--- config.mk ---
export PLATFORM = sky130hd
export DESIGN_NAME = exec_unit
export DESIGN_NICKNAME = d
export VERILOG_FILES = /design/src/rtl/exec_pkg.sv /design/src/rtl/regfile_3r1w.sv /design/src/rtl/exec_unit.sv
export SDC_FILE = /design/constraint.sdc
export NUM_CORES = 1
export LEC_CHECK = 0
export ABC_CLOCK_PERIOD_IN_PS = 2950
export CORE_MARGIN = 2
export CORE_UTILIZATION = 55
export CTS_CLUSTER_DIAMETER = 150
export DETAILED_ROUTE_END_ITERATION = 10
export GPL_TIMING_DRIVEN = 0
export PLACE_DENSITY = 0.8
export SLEW_MARGIN = 25
export SYNTH_ARGS = -nofsm -noshare
export SYNTH_HDL_FRONTEND = slang
export SYNTH_SLANG_ARGS = --single-unit
export TNS_END_PERCENT = 50
--- constraint.sdc ---
create_clock -name clk -period 2.95 [get_ports clk]
set_input_delay 0.295 -clock clk [delete_from_list [all_inputs] [get_ports clk]]
set_output_delay 0.295 -clock clk [all_outputs]
set_load 0.005 [all_outputs]
--- src/rtl/exec_pkg.sv ---
// Shared opcode and FSM state encodings for the exec_unit datapath.
package exec_pkg;

    localparam logic [2:0] OP_AND   = 3'b000;
    localparam logic [2:0] OP_OR    = 3'b001;
    localparam logic [2:0] OP_ADD   = 3'b010;
    localparam logic [2:0] OP_XOR   = 3'b011;
    localparam logic [2:0] OP_MUL   = 3'b100;
    localparam logic [2:0] OP_PASSB = 3'b101;
    localparam logic [2:0] OP_SUB   = 3'b110;
    localparam logic [2:0] OP_SLT   = 3'b111;

    localparam logic [1:0] S_IDLE = 2'd0;
    localparam logic [1:0] S_EXEC = 2'd1;
    localparam logic [1:0] S_MUL  = 2'd2;

endpackage

--- src/rtl/regfile_3r1w.sv ---
// Register bank: two operand reads, one debug read, one write port.
// r0 is hardwired to zero on every read port and ignores writes.
module regfile_3r1w #(
    parameter int WIDTH  = 8,
    parameter int ADDR_W = 3
) (
    input  logic              clk,
    input  logic              rst,
    input  logic              we,
    input  logic [ADDR_W-1:0] wa,
    input  logic [WIDTH-1:0]  wd,
    input  logic [ADDR_W-1:0] ra1,
    input  logic [ADDR_W-1:0] ra2,
    input  logic [ADDR_W-1:0] dbg_ra,
    output logic [WIDTH-1:0]  rd1,
    output logic [WIDTH-1:0]  rd2,
    output logic [WIDTH-1:0]  dbg_rd
);

    localparam int NREGS = 2 ** ADDR_W;

    logic [WIDTH-1:0] regs [NREGS];

    always_ff @(posedge clk or negedge rst) begin
        if (!rst) begin
            for (int i = 0; i < NREGS; i++) begin
                regs[i] <= '0;
            end
        end else if (we && (wa != '0)) begin
            regs[wa] <= wd;
        end
    end

    assign rd1    = (ra1    == '0) ? '0 : regs[ra1];
    assign rd2    = (ra2    == '0) ? '0 : regs[ra2];
    assign dbg_rd = (dbg_ra == '0) ? '0 : regs[dbg_ra];

endmodule

--- src/rtl/exec_unit.sv ---
// Register bank plus ALU sequenced by a command handshake; MUL runs as an
// iterative shift-add over WIDTH cycles, all other ops complete in one.
module exec_unit
    import exec_pkg::*;
#(
    parameter int WIDTH  = 8,
    parameter int ADDR_W = 3
) (
    input  logic              clk,
    input  logic              rst,
    input  logic              cmd_valid,
    output logic              cmd_ready,
    input  logic [2:0]        cmd_op,
    input  logic [ADDR_W-1:0] cmd_wa,
    input  logic [ADDR_W-1:0] cmd_ra1,
    input  logic [ADDR_W-1:0] cmd_ra2,
    input  logic              cmd_src_imm,
    input  logic [WIDTH-1:0]  cmd_imm,
    output logic              busy,
    output logic              done,
    output logic [WIDTH-1:0]  result,
    output logic              zero,
    input  logic [ADDR_W-1:0] dbg_ra,
    output logic [WIDTH-1:0]  dbg_rd
);

    localparam int CNT_W = $clog2(WIDTH);
    localparam logic [CNT_W-1:0] CNT_LAST = CNT_W'(WIDTH - 1);

    logic [1:0]        state;
    logic [2:0]        op_q;
    logic [ADDR_W-1:0] wa_q;
    logic [WIDTH-1:0]  a_q;
    logic [WIDTH-1:0]  b_q;
    logic [WIDTH-1:0]  acc;
    logic [CNT_W-1:0]  cnt;
    logic [WIDTH-1:0]  rd1;
    logic [WIDTH-1:0]  rd2;
    logic [WIDTH-1:0]  alu_out;
    logic [WIDTH-1:0]  mul_next;
    logic [WIDTH-1:0]  wd;
    logic              mul_last;
    logic              we;

    regfile_3r1w #(
        .WIDTH (WIDTH),
        .ADDR_W(ADDR_W)
    ) u_regs (
        .clk   (clk),
        .rst   (rst),
        .we    (we),
        .wa    (wa_q),
        .wd    (wd),
        .ra1   (cmd_ra1),
        .ra2   (cmd_ra2),
        .dbg_ra(dbg_ra),
        .rd1   (rd1),
        .rd2   (rd2),
        .dbg_rd(dbg_rd)
    );

    always_comb begin
        alu_out = '0;
        case (op_q)
            OP_AND:   alu_out = a_q & b_q;
            OP_OR:    alu_out = a_q | b_q;
            OP_ADD:   alu_out = a_q + b_q;
            OP_XOR:   alu_out = a_q ^ b_q;
            OP_PASSB: alu_out = b_q;
            OP_SUB:   alu_out = a_q - b_q;
            OP_SLT:   alu_out = {{(WIDTH-1){1'b0}}, ($signed(a_q) < $signed(b_q))};
            default:  alu_out = '0;
        endcase
    end

    // During MUL, a_q holds the left-shifted multiplicand and b_q the
    // right-shifted multiplier, so bit 0 of b_q selects each partial product.
    assign mul_next  = acc + (b_q[0] ? a_q : '0);
    assign mul_last  = (state == S_MUL) && (cnt == CNT_LAST);
    assign we        = (state == S_EXEC) || mul_last;
    assign wd        = (state == S_MUL) ? mul_next : alu_out;
    assign cmd_ready = (state == S_IDLE);
    assign busy      = (state != S_IDLE);

    always_ff @(posedge clk or negedge rst) begin
        if (!rst) begin
            state  <= S_IDLE;
            op_q   <= '0;
            wa_q   <= '0;
            a_q    <= '0;
            b_q    <= '0;
            acc    <= '0;
            cnt    <= '0;
            result <= '0;
            zero   <= 1'b1;
            done   <= 1'b0;
        end else begin
            done <= 1'b0;
            case (state)
                S_IDLE: begin
                    if (cmd_valid) begin
                        op_q  <= cmd_op;
                        wa_q  <= cmd_wa;
                        a_q   <= rd1;
                        b_q   <= cmd_src_imm ? cmd_imm : rd2;
                        acc   <= '0;
                        cnt   <= '0;
                        state <= (cmd_op == OP_MUL) ? S_MUL : S_EXEC;
                    end
                end
                S_EXEC: begin
                    result <= wd;
                    zero   <= (wd == '0);
                    done   <= 1'b1;
                    state  <= S_IDLE;
                end
                S_MUL: begin
                    acc <= mul_next;
                    a_q <= a_q << 1;
                    b_q <= b_q >> 1;
                    cnt <= cnt + 1'b1;
                    if (mul_last) begin
                        result <= wd;
                        zero   <= (wd == '0);
                        done   <= 1'b1;
                        state  <= S_IDLE;
                    end
                end
                default: state <= S_IDLE;
            endcase
        end
    end

endmodule
==> reports/results.tsv, run 1 <==
stage	metric	value	unit
synthesis	synth_area_leaders	dfrtp_1 (36%), mux2_2 (10%), mux4_2 (7.2%), ha_1 (6.5%), o21ai_0 (3.3%)	
timing	fin_crit_sh	102	%
global_route	grt_use_total	32.4	%
status	status	finished with violations	
timing	fin_skew	0.0123	ns
clocking	clk_latency	0.37	ns
worst_setup_path	critPathKind	flip-flop to flip-flop	
floorplanning	die_h	121	um
floorplanning	ios	47	
finish	stdcell_count	1000	
detailed_routing	drt_pass1_iterations	6	
synthesis	syn_inst	758	
finish	diodes	0	
worst_setup_path	cp.required	3.23	ns
timing	maxSlewViolCount	0	
synthesis	synthMuxAreaShare	19.1	%
status	violations	negative setup slack	
worst_setup_path	crit_path_max_fanout	7	
synthesis	synth-seq-cells	109	
synthesis	synth_top_area_cell	dfrtp_1	
clocking	tritoncts	yes	
synthesis	synth_simple_gate_area_share	14.0	%
detailed_routing	antenna_left	0	
finish	nets	888	
timing	tightest_slew	0.899	ns
clocking	cts-root-buf	clkbuf_16	
placed_design	hpwl	16300	um
clocking	path_clk_slew	0.08	ns
synthesis	synth_fa_ha_area_share	7.31	%
detailed_routing	via_per_inst	6.62	
floorplanning	initial_core_util	56.4	%
power_and_ir_drop	p_per_area	1090	nW/um2
synthesis	synth_area	7490	um2
synthesis	synth-seq-area-share	36.4	%
detailed_routing	wl_per_cell	23.2	um
synthesis	netlist.area_leader.share	36.1	%
placed_design	numPortBuffers	38	
global_route	antenna_found_initial	0	
synthesis	synth-xor-area-share	1.52	%
synthesis	yosysWarnings	0	
global_route	overflow	0	
placed_design	dpl.cell_count	973	
floorplanning	design.core.area	13300	um2
detailed_routing	drt_iter0_drc	757	
timing	setup_viol	2	
detailed_routing	vias	6619	
worst_hold_path	hold_path.class	input port to asynchronous set/reset pin	
finish	syn2layout_area_growth	15.6	%
job	maxCapViolations	0	
synthesis	async_flop_share	100	%
power_and_ir_drop	finalPower	9.45	mW
placed_design	dpl_cell_area	8120	um2
clocking	cts_buffers	9	
power_and_ir_drop	leakagePower	3.71	nW
global_route	grt_pass1_wl	35600	um
timing	hold_violations	0	
floorplanning	die_w	121	um
timing	min_period	3.00	ns
timing	fin_ws	-0.0549	ns
global_route	grt_pass1_vias	6393	
floorplanning	dieArea	14600	um2
power_and_ir_drop	peakVddDrop	0.742	mV
synthesis	synthDistinctLibCells	67	
finish	final_layout_size_suffix_gt1_share	20.6	%
synthesis	synth_compound_area_share	17.1	%
clocking	cts_sinks	109	
detailed_routing	wirelength	23200	um
worst_setup_path	end_kind	flip-flop	
placed_design	gp_congestion	0.977	
synthesis	synthesis.nets	827	
timing	worst_hold_slack	0.417	ns
timing	rsz0062_at_grt	yes	
worst_setup_path	arrival	3.28	ns
clocking	htree_levels	3	
floorplanning	num_rows	42	
finish	fin_area	8660	um2
placed_design	pre_cts_slack	-0.429	ns
detailed_routing	drc_errors	0	
timing	finalSetupTns	-0.0639	ns
clocking	cts.path.max_buffers	2	
worst_setup_path	cp-start-kind	flip-flop	
synthesis	synth_edf_count	0	
timing	slew_headroom	40.1	%
synthesis	synth_ff_type	dfrtp_1	
timing	fmaxAchievable	333	MHz
synthesis	synth.avg_cell_area	9.89	um2
synthesis	synth_top_family_by_area	multiplexers	
global_route	grt_max_degree	66	
finish	postLayoutCoreUtil	65.2	%
-- repair_timing --
action                                 CTS  global route
hold buffers                             1             0
gates cloned                             0             1
endpoints found under the hold margin   44             0
setup buffers                            5             4
setup endpoints to repair               28            47
resized for setup                       26            16
pin swaps                                5             4
-- cell usage in the layout, fill, tap and decap left out, types with 5 or more instances in the layout --
cell and n:
dfrtp_1 103, ha_1 37, o21ai_0 49, clkbuf_2 7, buf_4 13, xnor2_1 7
o311ai_0 7, inv_1 24, a21o_1 5, nor2b_1 31, xor2_1 6, clkbuf_1 34
a21oi_1 44, mux2i_1 14, mux2_2 67, nand3_1 8, dfrtp_2 5, clkdlybuf4s50_1 37
buf_1 5, clkbuf_16 9, a221oi_1 22, a211oi_1 11, nand2b_1 11, nor3_1 16
nor2_1 53, nand2_1 62, mux4_2 24
-- worst max-delay path, cell delays in order (launching register included) --
cell     delay (ns)
dfrtp_2        0.53
inv_4          0.10
nor2_1         0.23
ha_1           0.28
a21o_1         0.20
nand4_1        0.12
nand2_1        0.08
xor2_1         0.17
a221o_2        0.43
or4_1          0.55
o41ai_2        0.22
-- state kept, by name, indices dropped and copies added, names as in the netlist --
name / flops
b_q: 8
done: 1
wa_q: 3
op_q: 3
zero: 1
acc: 8
state: 2
cnt: 3
result: 8
a_q: 8
u_regs.regs: 64
-- layout make-up --
type	instances	area, um2
plain buffers	54	234
clock buffers	9	225
clock inverters	7	87.6
fillers	1022	4630
inverters	29	114
multi-input cells	567	4560
flip-flops and latches	109	2740
well taps	176	220
repair buffers	49	487
-- logic make-up after synthesis --
group	count (synthesis)
adders and majority gates	42
buffers and inverters	83
xor gates and xnor gates	13
AOI/OAI and AO/OA	192
muxes	105
DFF	109
and+or+nand+nor	214
-- synthesized netlist by cell type (all sizes together) (4+ instances only) --
master	number
a211oi	13
nand3	9
nor2	54
inv	28
a221oi	22
nor3	16
a31oi	4
xnor2	7
nor2b	31
buf	13
clkbuf	41
o31ai	4
a21oi	46
xor2	6
a21o	5
nand3b	5
mux2i	14
dfrtp	108
a22o	4
mux2	67
mux4	24
nand2	63
o311ai	9
a22oi	4
nor4b	4
o21ai	52
ha	39
nand2b	11
-- where the power goes --
group / total, mW / switching [mW] / internal (mW)
logic: 5.39 / 3.01 / 2.38
registers: 2.80 / 0.730 / 2.07
clock network: 1.26 / 0.650 / 0.611
total: 9.45 / 4.40 / 5.06
-- layer usage --
metal / routed length (um) / up-vias / track usage [%]
met4: 884 / 0 / 13.7
met2: 10500 / 406 / 48.3
li1: - / 2912 / -
met3: 2530 / 74 / 8.11
met5: 0 / - / 0
met1: 9320 / 3227 / 45.1
-- path summary, 6_finish.rpt --
path                                  from  cells past startpoint  slack, ns               to
min reg2reg                u_regs.regs[60]                      1       0.46  u_regs.regs[60]
min                                    rst                      2       0.42  u_regs.regs[28]
max reg2reg                         b_q[0]                     10      -0.05             zero
max                                 b_q[0]                     10      -0.05             zero
min in group clk           u_regs.regs[60]                      1       0.46  u_regs.regs[60]
max in group asynchronous              rst                      3       1.84             zero
(Power assumes the default switching activity.)
==> run 2, diff against run 1 <==
- MAX_ROUTING_LAYER: not set -> met4
==> run 2 against run 1 <==
Against the previous run:
- the run still ends with negative setup slack left
- clock skew decreased by 0.0022 ns
- sequential cell count unchanged
- critical path depth unchanged
- register-to-register slack got worse by 0.04 ns
- via count decreased by 1.2%
- maximum frequency decreased by 1.2%
- routed wire length decreased by 1.5%
- worst hold slack got worse by 0.0046 ns
- global-route usage increased by 0.81 points
- critical path type unchanged
- largest cell class unchanged
==> reports/results.tsv, run 2 (synthesized netlist as in run 1, its figures left out) <==
stage	metric	value	unit	change
status	status	finished with violations		
status	violations	negative setup slack		
placed_design	gp_congestion	1.01		+3.7%
finish	postLayoutCoreUtil	64.7	%	-0.48 points
timing	min_period	3.04	ns	+0.0352 ns
detailed_routing	antenna_left	0		unchanged
placed_design	pre_cts_slack	-0.367	ns	+0.0627 ns
clocking	cts_buffers	9		unchanged
worst_setup_path	critPathKind	flip-flop to flip-flop		
detailed_routing	drc_errors	0		unchanged
timing	rsz0062_at_grt	yes		
worst_setup_path	cp_slowest_stage_delay	0.55	ns	about the same
detailed_routing	wirelength	22800	um	-1.5%
timing	hold_violations	0		unchanged
worst_setup_path	cp-start-kind	flip-flop		
detailed_routing	vias	6540		-1.2%
worst_setup_path	crit_path_max_fanout	7		unchanged
timing	fmaxAchievable	329	MHz	-1.2%
finish	diodes	0		unchanged
finish	final_layout_size_suffix_gt1_share	19.8	%	-0.87 points
placed_design	dpl.cell_count	973		unchanged
detailed_routing	wl_per_cell	22.9	um	-1.1%
timing	fin_ws	-0.0902	ns	-0.0352 ns
worst_setup_path	end_kind	flip-flop		
job	maxCapViolations	0		unchanged
power_and_ir_drop	peakVddDrop	0.613	mV	-17%
worst_hold_path	hold_path.class	input port to asynchronous set/reset pin		
floorplanning	num_rows	42		unchanged
finish	multi_input_area	4520	um2	-0.91%
finish	final_common_cell	dfrtp_1		
floorplanning	initial_core_util	56.4	%	unchanged
finish	stdcell_count	996		-0.40%
finish	largest_reg_flops	64		unchanged
global_route	grt_use_total	33.2	%	+0.81 points
timing	maxSlewViolCount	0		unchanged
detailed_routing	via_per_inst	6.57		-0.80%
timing	tightest_slew	0.913	ns	+0.0143 ns
clocking	tritoncts	yes		
clocking	path_clk_slew	0.08	ns	about the same
timing	setup_viol	1		-1
global_route	grt_use_met2	48.4	%	+0.14 points
global_route	grtUsageMet1	45.4	%	+0.30 points
finish	regMostFlops	u_regs.regs		
worst_setup_path	crit_start	b_q[0]		
clocking	htree_levels	3		unchanged
worst_setup_path	crit_slowest_cell	or4_1		
finish	final.fill_count	1051		+2.8%
global_route	grt_max_degree	68		+3.0%
worst_setup_path	r2r_start	b_q[0]		
timing	finalSetupTns	-0.0902	ns	-0.0263 ns
worst_setup_path	path_buf_inv	1		unchanged
global_route	overflow	0		unchanged
global_route	met3_usage	7.03	%	-1.1 points
detailed_routing	drt_iter0_drc	830		+9.6%
power_and_ir_drop	finalPower	9.32	mW	-1.4%
floorplanning	ios	47		unchanged
worst_setup_path	path_cells	inv_4 -> nor2_1 -> ha_1 -> a21o_1 -> a21oi_1 -> nand2_1 -> xor2_1 -> a221o_2 -> or4_1 -> o41ai_2		
floorplanning	die_w	121	um	unchanged
clocking	cts-root-buf	clkbuf_16		
global_route	grt_pass1_vias	6471		+1.2%
timing	slew_headroom	39.1	%	-0.96 points
finish	syn2layout_area_growth	14.7	%	
global_route	busiest_layer	met2		
power_and_ir_drop	leakagePower	3.69	nW	-0.36%
global_route	grt_pass1_wl	35600	um	about the same
clocking	cts.path.max_buffers	2		unchanged
power_and_ir_drop	p_per_area	1080	nW/um2	-0.70%
clocking	cts_sinks	109		unchanged
worst_setup_path	cp.depth	10		unchanged
floorplanning	dieArea	14600	um2	unchanged
finish	layout_common_cells	dfrtp_1 (104), mux2_2 (67), nand2_1 (62), nor2_1 (52), o21ai_0 (49)		
worst_setup_path	cp.required	3.22	ns	about the same
floorplanning	die_h	121	um	unchanged
detailed_routing	drt_pass1_iterations	6		unchanged
floorplanning	design.core.area	13300	um2	unchanged
timing	fin_crit_sh	103	%	+1.2 points
worst_setup_path	cp_top_family	compound AO/OA/AOI/OAI gates		
worst_setup_path	reg2regPathDepth	10		unchanged
clocking	clk_latency	0.37	ns	about the same
finish	seqCellArea	2730	um2	about the same
finish	nets	884		-0.45%
global_route	antenna_found_initial	0		unchanged
timing	fin_skew	0.0101	ns	-0.00219 ns
placed_design	numPortBuffers	38		unchanged
worst_setup_path	arrival	3.31	ns	+0.03 ns
placed_design	hpwl	16500	um	+0.88%
## run 2: cell count changes in the layout (fill, tap and decap cells not counted), sizes merged
cell	before	now
inv	31	32
buf	23	21
o21ai	53	52
clkinvlp	1	0
clkbuf	51	50
## run 2: final cells by class
class | instances | area share [%]
clock buffer | 9 | 2.62
tap | 176 | 2.56
sequential | 109 | 31.8
inverter | 29 | 1.30
multi-input combinational | 566 | 52.5
buffer | 54 | 2.72
clock inverter | 7 | 1.06
timing repair buffer | 46 | 5.40
## run 2: metal layers
metal / vias up / wire length (um) / share of wire (%)
met2: 349 / 10400 / 46
met5: - / 0 / 0
met4: 0 / 743 / 3.3
li1: 2900 / - / -
met1: 3235 / 9390 / 41
met3: 56 / 2310 / 10
## run 2: timing repair
| action | CTS | global route |
|---|---|---|
| hold endpoints to repair | 42 | 0 |
| hold buffers | 1 | 0 |
| endpoints found under the setup margin | 37 | 26 |
| gates resized for setup | 17 | 18 |
| pin swaps | 3 | 3 |
| setup buffers | 2 | 4 |
## run 2: worst paths after layout
| path | endpoint | slack, ns |
|---|---|---|
| hold reg to reg | u_regs.regs[61] | 0.46 |
| setup / recovery | zero | -0.09 |
| hold / removal | u_regs.regs[36] | 0.41 |
| min in group clk | u_regs.regs[61] | 0.46 |
| setup reg to reg | zero | -0.09 |
| max in group asynchronous | zero | 1.83 |
## run 2: where the power goes
group	total [mW]	switching, mW	internal [mW]
Combinational	5.25	2.92	2.33
Clock	1.26	0.647	0.616
Sequential	2.80	0.731	2.07
Total	9.32	4.30	5.02
## run 2: through the flow
stage	hold WS [ns]	cell area [um2]
2_1_floorplan	-0.000591	7490
3_3_place_gp	0.437	8100
3_5_place_dp	0.234	8120
4_1_cts	0.418	8510
5_1_grt	0.458	8600
6_report	0.412	8600
==> run 3, diff against run 2 <==
--- a/config.mk
+++ b/config.mk
@@ -14,3 +14,3 @@
 export MAX_ROUTING_LAYER = met4
-export PLACE_DENSITY = 0.8
+export PLACE_DENSITY_LB_ADDON = 0.15
 export SLEW_MARGIN = 25
--- a/constraint.sdc
+++ b/constraint.sdc
@@ -3,2 +3,2 @@
 set_output_delay 0.295 -clock clk [all_outputs]
-set_load 0.005 [all_outputs]
+set_load 0.02 [all_outputs]
==> run 3 against run 2 <==
Against the previous run:
- the run still ends with negative setup slack left
- cell area grew 0.38%
- sequential cell count is the same
- routed wire length grew 1.7%
- sequential power is essentially flat
- cell count grew 0.50%
- first-iteration DRC count grew 2.2%
- combinational power grew 3%
- sequential share of layout area shrank 0.11 points
- critical path depth is the same
- maximum frequency shrank 0.76%
- non-clock buffer count grew 4
==> reports/results.tsv, run 3 (synthesized netlist as in run 1, its figures left out) <==
stage	metric	value	unit	change
power_and_ir_drop	seqPwrFrac	29.4	%	-0.7 points
detailed_routing	wl_per_cell	23.2	um	+1.2%
timing	rsz0062_at_grt	yes		
floorplanning	design.core.area	13300	um2	unchanged
worst_setup_path	r2r_start	a_q[0]		
worst_setup_path	cp.required	3.23	ns	about the same
floorplanning	dieArea	14600	um2	unchanged
power_and_ir_drop	comb_power_share	57.7	%	+1.3 points
detailed_routing	wl_met1	9780	um	+4.2%
worst_setup_path	r2r_setup_slack	-0.11	ns	-0.02 ns
detailed_routing	antenna_left	0		unchanged
floorplanning	die_w	121	um	unchanged
clocking	cts_buffers	9		unchanged
detailed_routing	drt_iter0_drc	848		+2.2%
timing	slew_headroom	49.8	%	+11 points
floorplanning	die_h	121	um	unchanged
detailed_routing	wl_met2	10600	um	+1.9%
timing	min_period	3.06	ns	+0.0232 ns
finish	final.fill_count	1092		+3.9%
power_and_ir_drop	swShare	46.1	%	about the same
worst_setup_path	crit_start	a_q[0]		
power_and_ir_drop	p_int	5.07	mW	+0.96%
worst_setup_path	reg2reg_to	zero		
floorplanning	ios	47		unchanged
placed_design	dpl.cell_count	973		unchanged
worst_hold_path	hold_path.class	input port to asynchronous set/reset pin		
clocking	clk_latency	0.37	ns	about the same
clocking	path_clk_slew	0.08	ns	about the same
detailed_routing	drt_pass1_iterations	5		-1
status	status	finished with violations		
worst_setup_path	critPathKind	flip-flop to flip-flop		
worst_setup_path	reg2regPathDepth	10		unchanged
global_route	grt_use_total	34.1	%	+0.90 points
power_and_ir_drop	clkPwrFrac	12.9	%	-0.7 points
timing	tightest_slew	0.747	ns	-0.166 ns
finish	regMostFlops	u_regs.regs		
placed_design	dpl_cell_area	8120	um2	unchanged
global_route	overflow	0		unchanged
placed_design	numPortBuffers	38		unchanged
clocking	tritoncts	yes		
finish	syn2layout_area_growth	15.2	%	
timing	maxSlewViolCount	0		unchanged
finish	largest_reg_flops	64		unchanged
finish	final_layout_size_suffix_gt1_share	21.0	%	+1.2 points
clocking	cts.path.max_buffers	2		unchanged
finish	fin_area	8630	um2	+0.38%
detailed_routing	routed-wl-met3	2210	um	-4.0%
floorplanning	initial_core_util	56.4	%	unchanged
timing	fin_skew	0.0154	ns	+0.00530 ns
timing	fin_crit_sh	104	%	+0.79 points
timing	worst_hold_slack	0.386	ns	-0.0266 ns
placed_design	gp_congestion	0.966		-4.7%
detailed_routing	via_per_inst	6.56		-0.12%
clocking	cts_sinks	109		unchanged
timing	setup_viol	1		unchanged
worst_setup_path	end_kind	flip-flop		
worst_setup_path	crit_path_max_fanout	4		-3
power_and_ir_drop	peakVddDrop	0.612	mV	-0.15%
timing	fmaxAchievable	326	MHz	-0.76%
floorplanning	num_rows	42		unchanged
detailed_routing	vias	6565		+0.38%
finish	nets	888		+0.45%
global_route	antenna_found_initial	0		unchanged
finish	layout_common_cells	dfrtp_1 (103), mux2_2 (67), nand2_1 (61), nor2_1 (51), o21ai_0 (49)		
power_and_ir_drop	leakagePower	3.71	nW	+0.39%
job	maxCapViolations	0		unchanged
worst_setup_path	arrival	3.34	ns	+0.03 ns
placed_design	hpwl	16800	um	+2.3%
clocking	htree_levels	3		unchanged
clocking	cts-root-buf	clkbuf_16		
power_and_ir_drop	p_sw	4.34	mW	+1.0%
timing	hold_violations	0		unchanged
worst_setup_path	cp-start-kind	flip-flop		
timing	fin_ws	-0.113	ns	-0.0232 ns
global_route	grt_pass1_wl	36300	um	+2.1%
power_and_ir_drop	p_per_area	1090	nW/um2	+0.61%
finish	final_common_cell	dfrtp_1		
finish	stdcell_count	1001		+0.50%
detailed_routing	maxUsedRoutingLayer	met4		
global_route	grt_pass1_vias	6579		+1.7%
status	violations	negative setup slack		
detailed_routing	drc_errors	0		unchanged
global_route	grt_max_degree	78		+15%
detailed_routing	wirelength	23200	um	+1.7%
==> run 3: changes by cell type in the layout (fill, tap and decap cells not counted), moves of 2 or more <==
cell      change
a21oi_2       +2
clkbuf_2      +2
buf_4         +4
ha_1          -2
inv_6         +3
clkinv_8      -3
a21oi_1       -2
==> run 3: what timing repair did <==
item | CTS | global route
hold buffers | 1 | 0
hold endpoints to repair | 32 | 0
endpoints found under the setup margin | 36 | 26
pin swaps | 3 | 5
resized for setup | 33 | 10
setup buffers | 2 | 8
==> run 3: critical path: stages (launching register included) <==
cell,delay [ns]
dfrtp_1,0.43
buf_4,0.16
ha_2,0.22
ha_1,0.23
fa_2,0.40
a21o_1,0.18
a21oi_1,0.18
xnor2_1,0.12
a22o_2,0.32
or4_1,0.53
o41ai_2,0.22
==> run 3: metal layers <==
layer  track usage [%]  vias to the layer above
li1                  -                     2908
met1              46.2                     3232
met2              51.1                      372
met3              7.88                       53
met4              10.9                        0
met5                 -                        -
==> run 3: worst max path at each step <==
| stage | to | slack (ns) | cells past startpoint |
|---|---|---|---|
| 6_report | zero | -0.11 | 10 |
| 5_1_grt | zero | -0.21 | 10 |
| 4_1_cts | zero | -0.09 | 10 |
| 3_5_place_dp | dbg_rd[1] | -0.42 | 5 |
| 3_3_place_gp | u_regs.regs[39] | -2.56 | 1 |
| 2_1_floorplan | zero | 0.14 | 11 |
==> run 3: layout make-up <==
class | count | area [um2] | area share, %
clock inverters | 6 | 57.6 | 0.667
plain buffers | 54 | 236 | 2.74
repair buffers | 50 | 494 | 5.73
clock buffers | 10 | 229 | 2.65
multi-input cells | 566 | 4540 | 52.7
diodes | 1 | 2.50 | 0.0290
well taps | 176 | 220 | 2.55
inverters | 29 | 111 | 1.29
flip-flops and latches | 109 | 2740 | 31.7
==> run 3: metrics by stage <==
step	total power [mW]	utilization [%]	setup TNS [ns]	setup WS [ns]
6_report	9.41	64.9	-0.113	-0.113
2_1_floorplan	6.03	-	0	0.137
3_5_place_dp	7.62	61.1	-7.82	-0.423
4_1_cts	9.05	64.2	-0.0923	-0.0923
5_1_grt	10.0	64.9	-0.223	-0.213
3_3_place_gp	7.44	60.9	-283.19	-2.56
==> run 3: power by group through the flow <==
stage / Sequential [mW] / Combinational (mW) / Clock, mW
4_1_cts: 2.73 / 5.10 / 1.23
3_3_place_gp: 2.69 / 4.74 / 0
6_report: 2.77 / 5.42 / 1.22
2_1_floorplan: 2.56 / 3.46 / 0
3_5_place_dp: 2.74 / 4.88 / 0
5_1_grt: 2.82 / 5.89 / 1.28
